### config.mk
export PLATFORM = sky130hd
export DESIGN_NAME = ball_engine
export DESIGN_NICKNAME = d
export VERILOG_FILES = /design/src/rtl/ball_engine.sv
export SDC_FILE = /design/constraint.sdc
export NUM_CORES = 1
export LEC_CHECK = 0
export CORE_MARGIN = 2
export CORE_UTILIZATION = 60
export CTS_CLUSTER_DIAMETER = 60
export CTS_CLUSTER_SIZE = 30
export DETAILED_ROUTE_END_ITERATION = 12
export PLACE_DENSITY = 0.81
export RECOVER_POWER = 25
export SYNTH_ARGS = -nofsm -noshare
export SYNTH_HDL_FRONTEND = slang
export SYNTH_SLANG_ARGS = --single-unit
### constraint.sdc
create_clock -name iVGA_CLK -period 6.6 [get_ports iVGA_CLK]
set_input_delay 1.98 -clock iVGA_CLK [delete_from_list [all_inputs] [get_ports iVGA_CLK]]
set_output_delay 1.98 -clock iVGA_CLK [all_outputs]
set_load 0.05 [all_outputs]
### src/rtl/ball_engine.sv
// Guitar Pong ball physics: tick divider, serve/play/point/over sequencing,
// paddle and wall bounces, scoring, packed into the 32-bit ball word.
module ball_engine #(
    parameter int TICK_DIV    = 1000000,
    parameter int BALL_VEL    = 3,
    parameter int SERVE_TICKS = 60,
    parameter int POINT_TICKS = 30,
    parameter int WIN_SCORE   = 7
) (
    input  logic        iVGA_CLK,
    input  logic        iRST,
    input  logic        iSTART,
    input  logic [11:0] pL_ypos,
    input  logic [11:0] pR_ypos,
    output logic [31:0] ball,
    output logic        oPOINT_L,
    output logic        oPOINT_R
);
    localparam int CW     = (TICK_DIV > 2) ? $clog2(TICK_DIV) : 1;
    localparam int PH_MAX = (SERVE_TICKS > POINT_TICKS) ? SERVE_TICKS : POINT_TICKS;
    localparam int PW     = (PH_MAX > 2) ? $clog2(PH_MAX) : 1;

    localparam logic [10:0] X_C    = 11'd310;
    localparam logic [10:0] Y_C    = 11'd230;
    localparam logic [10:0] X_MAX  = 11'd620;
    localparam logic [10:0] Y_MAX  = 11'd460;
    localparam logic [10:0] L_FACE = 11'd120;
    localparam logic [10:0] R_FACE = 11'd480;
    localparam logic [10:0] VEL    = 11'(BALL_VEL);
    localparam logic [3:0]  WIN    = 4'(WIN_SCORE);

    typedef enum logic [1:0] {SERVE = 2'd0, PLAY = 2'd1, POINT = 2'd2, OVER = 2'd3} state_t;

    state_t          state_q, state_d;
    logic [CW-1:0]   cnt_q, cnt_d;
    logic [PW-1:0]   phase_q, phase_d;
    logic [10:0]     x_q, x_d, y_q, y_d;
    logic            dx_q, dx_d, dy_q, dy_d;
    logic [3:0]      scl_q, scl_d, scr_q, scr_d;
    logic            ptl_q, ptl_d, ptr_q, ptr_d;

    logic        tick;
    logic [10:0] nx, ny;
    logic [12:0] y_top, y_bot;
    logic        ovl_l, ovl_r, hit_l, hit_r, miss_l, miss_r;

    assign tick = (cnt_q == CW'(TICK_DIV - 1));
    assign nx   = dx_q ? x_q + VEL : x_q - VEL;
    assign ny   = dy_q ? y_q + VEL : y_q - VEL;

    // Overlap uses 13-bit sums so unclamped paddle positions cannot wrap.
    assign y_top = {2'b00, y_q};
    assign y_bot = {2'b00, y_q} + 13'd20;
    assign ovl_l = (y_bot > {1'b0, pL_ypos}) && (y_top < {1'b0, pL_ypos} + 13'd100);
    assign ovl_r = (y_bot > {1'b0, pR_ypos}) && (y_top < {1'b0, pR_ypos} + 13'd100);

    assign hit_l  = !dx_q && (x_q >= L_FACE) && (nx <= L_FACE) && ovl_l;
    assign hit_r  =  dx_q && (x_q <= R_FACE) && (nx >= R_FACE) && ovl_r;
    assign miss_l = !dx_q && (x_q < VEL);
    assign miss_r =  dx_q && (x_q + VEL > X_MAX);

    always_comb begin
        state_d = state_q;
        cnt_d   = tick ? '0 : cnt_q + 1'b1;
        phase_d = phase_q;
        x_d     = x_q;
        y_d     = y_q;
        dx_d    = dx_q;
        dy_d    = dy_q;
        scl_d   = scl_q;
        scr_d   = scr_q;
        ptl_d   = 1'b0;
        ptr_d   = 1'b0;

        case (state_q)
            SERVE: if (tick) begin
                if (phase_q == PW'(SERVE_TICKS - 1)) begin
                    state_d = PLAY;
                    phase_d = '0;
                end else begin
                    phase_d = phase_q + 1'b1;
                end
            end
            PLAY: if (tick) begin
                if (!dy_q && (y_q < VEL)) begin
                    y_d  = '0;
                    dy_d = 1'b1;
                end else if (dy_q && (y_q + VEL > Y_MAX)) begin
                    y_d  = Y_MAX;
                    dy_d = 1'b0;
                end else begin
                    y_d = ny;
                end

                if (hit_l) begin
                    x_d  = L_FACE;
                    dx_d = 1'b1;
                end else if (hit_r) begin
                    x_d  = R_FACE;
                    dx_d = 1'b0;
                end else if (miss_l) begin
                    x_d   = '0;
                    scr_d = scr_q + 1'b1;
                    ptr_d = 1'b1;
                    state_d = (scr_q + 1'b1 == WIN) ? OVER : POINT;
                end else if (miss_r) begin
                    x_d   = X_MAX;
                    scl_d = scl_q + 1'b1;
                    ptl_d = 1'b1;
                    state_d = (scl_q + 1'b1 == WIN) ? OVER : POINT;
                end else begin
                    x_d = nx;
                end

                if (state_d == OVER) begin
                    x_d = X_C;
                    y_d = Y_C;
                end
            end
            // dx still points the way the ball left the field, i.e. at the loser.
            POINT: if (tick) begin
                if (phase_q == PW'(POINT_TICKS - 1)) begin
                    state_d = SERVE;
                    phase_d = '0;
                    x_d     = X_C;
                    y_d     = Y_C;
                    dy_d    = 1'b1;
                end else begin
                    phase_d = phase_q + 1'b1;
                end
            end
            OVER: if (iSTART) begin
                state_d = SERVE;
                phase_d = '0;
                cnt_d   = '0;
                scl_d   = '0;
                scr_d   = '0;
                dx_d    = 1'b1;
                dy_d    = 1'b1;
            end
            default: state_d = SERVE;
        endcase
    end

    always_ff @(posedge iVGA_CLK) begin
        if (iRST) begin
            state_q <= SERVE;
            cnt_q   <= '0;
            phase_q <= '0;
            x_q     <= X_C;
            y_q     <= Y_C;
            dx_q    <= 1'b1;
            dy_q    <= 1'b1;
            scl_q   <= '0;
            scr_q   <= '0;
            ptl_q   <= 1'b0;
            ptr_q   <= 1'b0;
        end else begin
            state_q <= state_d;
            cnt_q   <= cnt_d;
            phase_q <= phase_d;
            x_q     <= x_d;
            y_q     <= y_d;
            dx_q    <= dx_d;
            dy_q    <= dy_d;
            scl_q   <= scl_d;
            scr_q   <= scr_d;
            ptl_q   <= ptl_d;
            ptr_q   <= ptr_d;
        end
    end

    assign ball     = {x_q, y_q, state_q, scl_q, scr_q};
    assign oPOINT_L = ptl_q;
    assign oPOINT_R = ptr_q;
endmodule

# Yosys cells after proc, flatten, opt, wreduce, memory -nomap -nowiden
# Index checks and enable logic that the tools add are counted.
[totals] out_inout_bits=34 reg_bits=62 wordCells=153 input_bits=27
[classes] n_reduce_logical=28 add_sub_neg=11 mux=67 n_lt_le_gt_ge=12 n_bitwise=2 n_eq_ne=22
[op_table] cell="$mux 11" n=16
[op_table] cell="$mux 20" n=3
[op_table] cell="$pmux 11 s2" n=2
[op_table] cell="$mux 4" n=10
[op_table] cell="$mux 6" n=5
[op_table] cell="$add 12x7->13 const B" n=2
[op_table] cell="$lt 11x13->1" n=2
[op_table] cell="$gt 12x12->1" n=2
[op_table] cell="$mux 2" n=12
[op_table] cell="$add 11x2->11 const B" n=2
[op_table] cell="$lt 11x2->1 const B" n=2
[op_table] cell="$ne 2x2->1 const B" n=11
[op_table] cell="$sub 11x2->11 const B" n=2
[op_table] cell="$add 20x1->20 const B" n=1
[op_table] cell="$eq 20x20->1 const B" n=1
[op_table] cell="$pmux 6 s3" n=1
[op_table] cell="$reduce_and 6->1" n=3
[op_table] cell="$pmux 4 s2" n=2
[op_table] cell="$mux 1" n=13
[op_table] cell="$add 11x5->12 const B" n=1
[op_table] cell="$logic_and 1x1->1" n=12
[op_table] cell="$reduce_and 4->1" n=3
[op_table] cell="$ge 11x7->1 const B" n=1
[op_table] cell="$ge 11x9->1 const B" n=1
[op_table] cell="other kinds (23)" n=32

# Longest topological paths before layout
[depth] depth_word=13 depth_mapped=15 ltp_nobuf=14

# Worst setup path after synthesis
# No wires, ideal clock.
[synth_path] path_type="input-to-reg" startpoint="input pL_ypos[2]" endpoint="register x_q[4]" slack_ns=1.853 n_path_buf=1 stages=15 arrival_ns=4.689 required_ns=6.541 setup_time_ns=0.059 cell_sequence="ha_1 > a21oi_1 > and2_1 > nor2_1 > xnor2_1 > ha_1 > nand2_1 > nor2_1 > a2111oi_0 > nor2_1 > o31a_1 > or4b_1 > clkbuf_1 > o311ai_0 > o21a_1"
[synth_via] elab_chain_cells=11 word_cells_on_any_way=13 classes_between="add/sub (1); order compare (2); eq/ne (1); mux (7); reduce/logical (2)"
[synth_lines] item="from (decl)" line="13" text="input logic [11:0] pL_ypos,"
[synth_lines] item="$add 12x7->13" line="54" text="assign ovl_l = (y_bot > {1'b0, pL_ypos}) && (y_top < {1'b0, pL_ypos} + 13'd100);"
[synth_lines] item="$lt 11x13->1" line="54"
[synth_lines] item="$logic_and 1x1->1 (*)" line="54"
[synth_lines] item="$logic_and 1x1->1 (*)" line="57" text="assign hit_l = !dx_q && (x_q >= L_FACE) && (nx <= L_FACE) && ovl_l;"
[synth_lines] item="$mux 2" line="95" text="if (hit_l) begin"
[synth_lines] item="$mux 2" line="84" text="PLAY: if (tick) begin"
[synth_lines] item="$mux 2" line="75" text="case (state_q)"
[synth_lines] item="$eq 2x2->1" line="115" text="if (state_d == OVER) begin"
[synth_lines] item="$mux 11 (*)" line="115"
[synth_lines] item="$mux 11 (*)" line="84"
[synth_lines] item="$pmux 11 s2 (*)" line="75"
[synth_lines] item="to (signal assigned)" line="150" text="x_q <= X_C;"
[synth_lines] item="to (signal assigned)" line="162" text="x_q <= x_d;"
[synth_lines] item="to (decl)" line="37" text="logic [10:0] x_q, x_d, y_q, y_d;"
# Every way passes the cells marked *; elsewhere a longest branch is shown, timed or not. The select of a mux whose other input is x is not followed.
# A chain may end at the register's enable or synchronous reset.

# Final worst setup path
# Ends and elaborated chain as after synthesis.

==> results_dict.tcl <==
set metrics [dict create \
    status "finished with violations" \
    violations "capacitance limit, slew limit" \
    cts_hold_buf 0 \
    cp_slowest_cell "or4b_1" \
    period_needed_ns 5.35 \
    power_density_nw_per_um2 121 \
    synth_largest_area_cell "dfxtp_1" \
    r2r-start "x_q[0]$_SDFFE_PP0P_" \
    antenna_found_initial 0 \
    layout_commonest_cell "nor2_1" \
    finalHoldViolCount 0 \
    max_stage_delay_ns 0.68 \
    worstSkewPairLatency_ns 0.34 \
    htreeDepth 3 \
    r2r_end "x_q[1]$_SDFFE_PP1P_" \
    cts_resized 0 \
    grt_max_degree 27 \
    fp.dieH_microns 102 \
    die_w_microns 102 \
    skew_ns 0.0107 \
    r2r_cells 8 \
    hp-start "cnt_q[0]$_SDFF_PP0_" \
    ir_worst_vdd_v 0.000190 \
    cp_cell_sequence "clkdlybuf4s50_1, ha_1, a21oi_1, and2_1, nor2_1, xnor2_1, ha_1, nand2_1, nor2_1, a2111oi_0, nor2_1, o31a_1, or4b_1, o311ai_0, o21a_1" \
    worstMarginPinSlew_ns 1.88 \
    ys_ff_latch 62 \
    ys_types 84 \
    detailedPlace.worstSlack_ns 1.03 \
    crit_type "primary input to register" \
    hp-class "register to register" \
    post-route-util 0.700 \
    power_frac_seq 0.481 \
    rows 35 \
    numCtsBuffers 9 \
    clock_path_buffers 2 \
    drc 0 \
    via_per_inst 6.31 \
    placed_cells 904 \
    min_path_cells 1 \
    core_sq_um 9280 \
    avgRoutedWirePerCell_microns 17.0 \
    regArea_sq_um 1240 \
    p_int_w 0.000590 \
    timing.max_slew.rel_slack -0.268 \
    rsz0062_at_grt "false" \
    synth_flop_cell "dfxtp_1" \
    required_ns 6.89 \
    synth_nets 838 \
    drive_above_1_share 0.0405 \
    grt_util_all_layers 0.307 \
    post_cts_buffers 0 \
    hold_path_end "cnt_q[0]$_SDFF_PP0_" \
    cts_tree "done" \
    cpMostUsedCell "nor2_1" \
    syn_inst 750 \
    initial_core_util 0.620 \
    wl_microns 15600 \
    fin_cells 920 \
    synth_top_area_share 0.216 \
    syn2layout_area_growth_pct 13.0 \
    setup_violations 0 \
    ys_async_sr_fraction 0 \
    setup_ws_ns 1.25 \
    fill_cells 803 \
    yosys_warnings 0 \
    num_io_pins 61 \
    synth_area_leaders "dfxtp_1 22%, ha_1 13%, nor2_1 5.5%, xnor2_1 5.2%, a21oi_1 4.2%" \
    dieArea_sq_um 10400 \
    portBuffers 60 \
    cts.clk_slew.worst_paths_ns 0.07 \
    grt-ovfl-total 0 \
    maxCapViolCount 1 \
    fin_crit_sh 0.811 \
    grt_pass1_vias 5445 \
    worstSetupEndpointType "register" \
    worst_setup_path_start_kind "primary input" \
    num_vias 5801 \
    fmax_mhz 187 \
    gp_congestion 0.972 \
    antenna_left 0 \
    p_total_w 0.000785 \
    final-max-slew-violation-count 10 \
    syn_area_sq_um 5750 \
    p_switching_w 0.000194 \
    dpl.hpwl_microns 11600 \
    cp_max_fo 6 \
    drt_iter0_markers 447 \
    first_pass_iters 5 \
    cp.arrival_ns 5.64 \
    clock_sinks 62 \
    nNetsFinal 874 \
    final.setup.tns_ns 0 \
    ys_seq_area_frac 0.216 \
    grt_pass1_wl_microns 25800 \
    root_buffer "clkbuf_8" \
    swShare 0.248 \
    layout_common_cells "84 x nor2_1, 62 x dfxtp_1, 61 x ha_1" \
    syn_area_per_cell_sq_um 7.67 \
    synth-edff-count 0 \
    reg2reg_slack_ns 1.68 \
    power_leakage_nw 2.57 \
    p_clk_frac 0.408 \
    multiInputGateArea_sq_um 4130 \
    n_antenna_cell 0 \
    combPwrFrac 0.111 \
]
[state kept, by name, indices dropped and copies added, names as in the netlist, 2 cells and up]
register  flops
cnt_q        20
scl_q         4
state_q       2
y_q          11
scr_q         4
phase_q       6
x_q          11
[worst max-delay path by stage]
stage	endpoint	from	depth (start not counted)
2_1_floorplan	x_q[4]$_SDFFE_PP1P_	pL_ypos[2]	15
3_3_place_gp	x_q[4]$_SDFFE_PP1P_	pL_ypos[2]	15
3_5_place_dp	x_q[10]$_SDFFE_PP0P_	pL_ypos[2]	15
4_1_cts	x_q[4]$_SDFFE_PP1P_	pL_ypos[2]	15
5_1_grt	x_q[10]$_SDFFE_PP0P_	pL_ypos[2]	15
6_report	x_q[4]$_SDFFE_PP1P_	pL_ypos[2]	15
[cell usage after synthesis (5+ instances only)]
cell type	instances
o21ai_0	34
nor2b_1	10
nand3_1	32
clkbuf_1	23
xnor2_1	34
nor3_1	19
xor2_1	25
buf_2	9
dfxtp_1	62
o22ai_1	5
nor4_1	9
inv_1	44
ha_1	61
or3_1	8
nor2_1	84
a21oi_1	48
a21o_1	9
a31oi_1	9
o31ai_1	8
and3_1	10
nand2b_1	7
nand4_1	22
mux2i_1	7
o21a_1	11
nand2_1	57
[per-stage QoR]
| step | cell area, sq um | hold WS (ns) |
|---|---|---|
| floorplan | 5750 | 0.430 |
| global placement | 6360 | 0.442 |
| detailed placement | 6360 | 0.465 |
| CTS | 6550 | 0.481 |
| global route | 6500 | 0.506 |
| finish | 6500 | 0.475 |
[worst max-delay path, delay by kind of cell]
| family | cells | cell delay, ns |
|---|---|---|
| buffers and inverters | 1 | 0.47 |
| and+or+nand+nor | 6 | 1.20 |
| adders and majority gates | 2 | 0.56 |
| xor gates and xnor gates | 1 | 0.13 |
| AOI/OAI and AO/OA | 5 | 1.28 |
[routing by layer]
| metal | global-route usage | vias to the layer above | share of wire |
|---|---|---|---|
| met3 | 0.0356 | 37 | 0.067 |
| met5 | 0 | - | 0 |
| met2 | 0.524 | 244 | 0.48 |
| met1 | 0.406 | 2721 | 0.44 |
| met4 | 0.101 | 0 | 0.021 |
| li1 | - | 2799 | - |
[area by class of cell]
| cell class | count | share of cell area |
|---|---|---|
| Tap cell | 129 | 0.0248 |
| Multi-Input combinational cell | 606 | 0.635 |
| Clock buffer | 12 | 0.0208 |
| Clock inverter | 4 | 0.00731 |
| Sequential cell | 62 | 0.191 |
| Inverter | 44 | 0.0254 |
| Timing Repair Buffer | 63 | 0.0958 |
[power by group through the flow]
stage	Clock (W)	Combinational, W	Sequential (W)
after floorplan	0	0.0000513	0.000385
after global routing	0.000338	0.0000980	0.000377
after global placement	0	0.0000824	0.000385
after CTS	0.000322	0.0000867	0.000377
after detailed placement	0	0.0000857	0.000385
final	0.000320	0.0000873	0.000377
[cells by family (layout without fill, tap and decap cells)]
group | count (synthesis) | in the layout | synth area share
and+or+nand+nor | 295 | 295 | 0.267
AOI/OAI and AO/OA | 182 | 182 | 0.219
buffers and inverters | 82 | 123 | 0.0594
DFF | 62 | 62 | 0.216
adders and majority gates | 61 | 61 | 0.133
xor gates and xnor gates | 60 | 60 | 0.0926
muxes | 8 | 8 | 0.0141
Power figures use the tool's default switching activity.
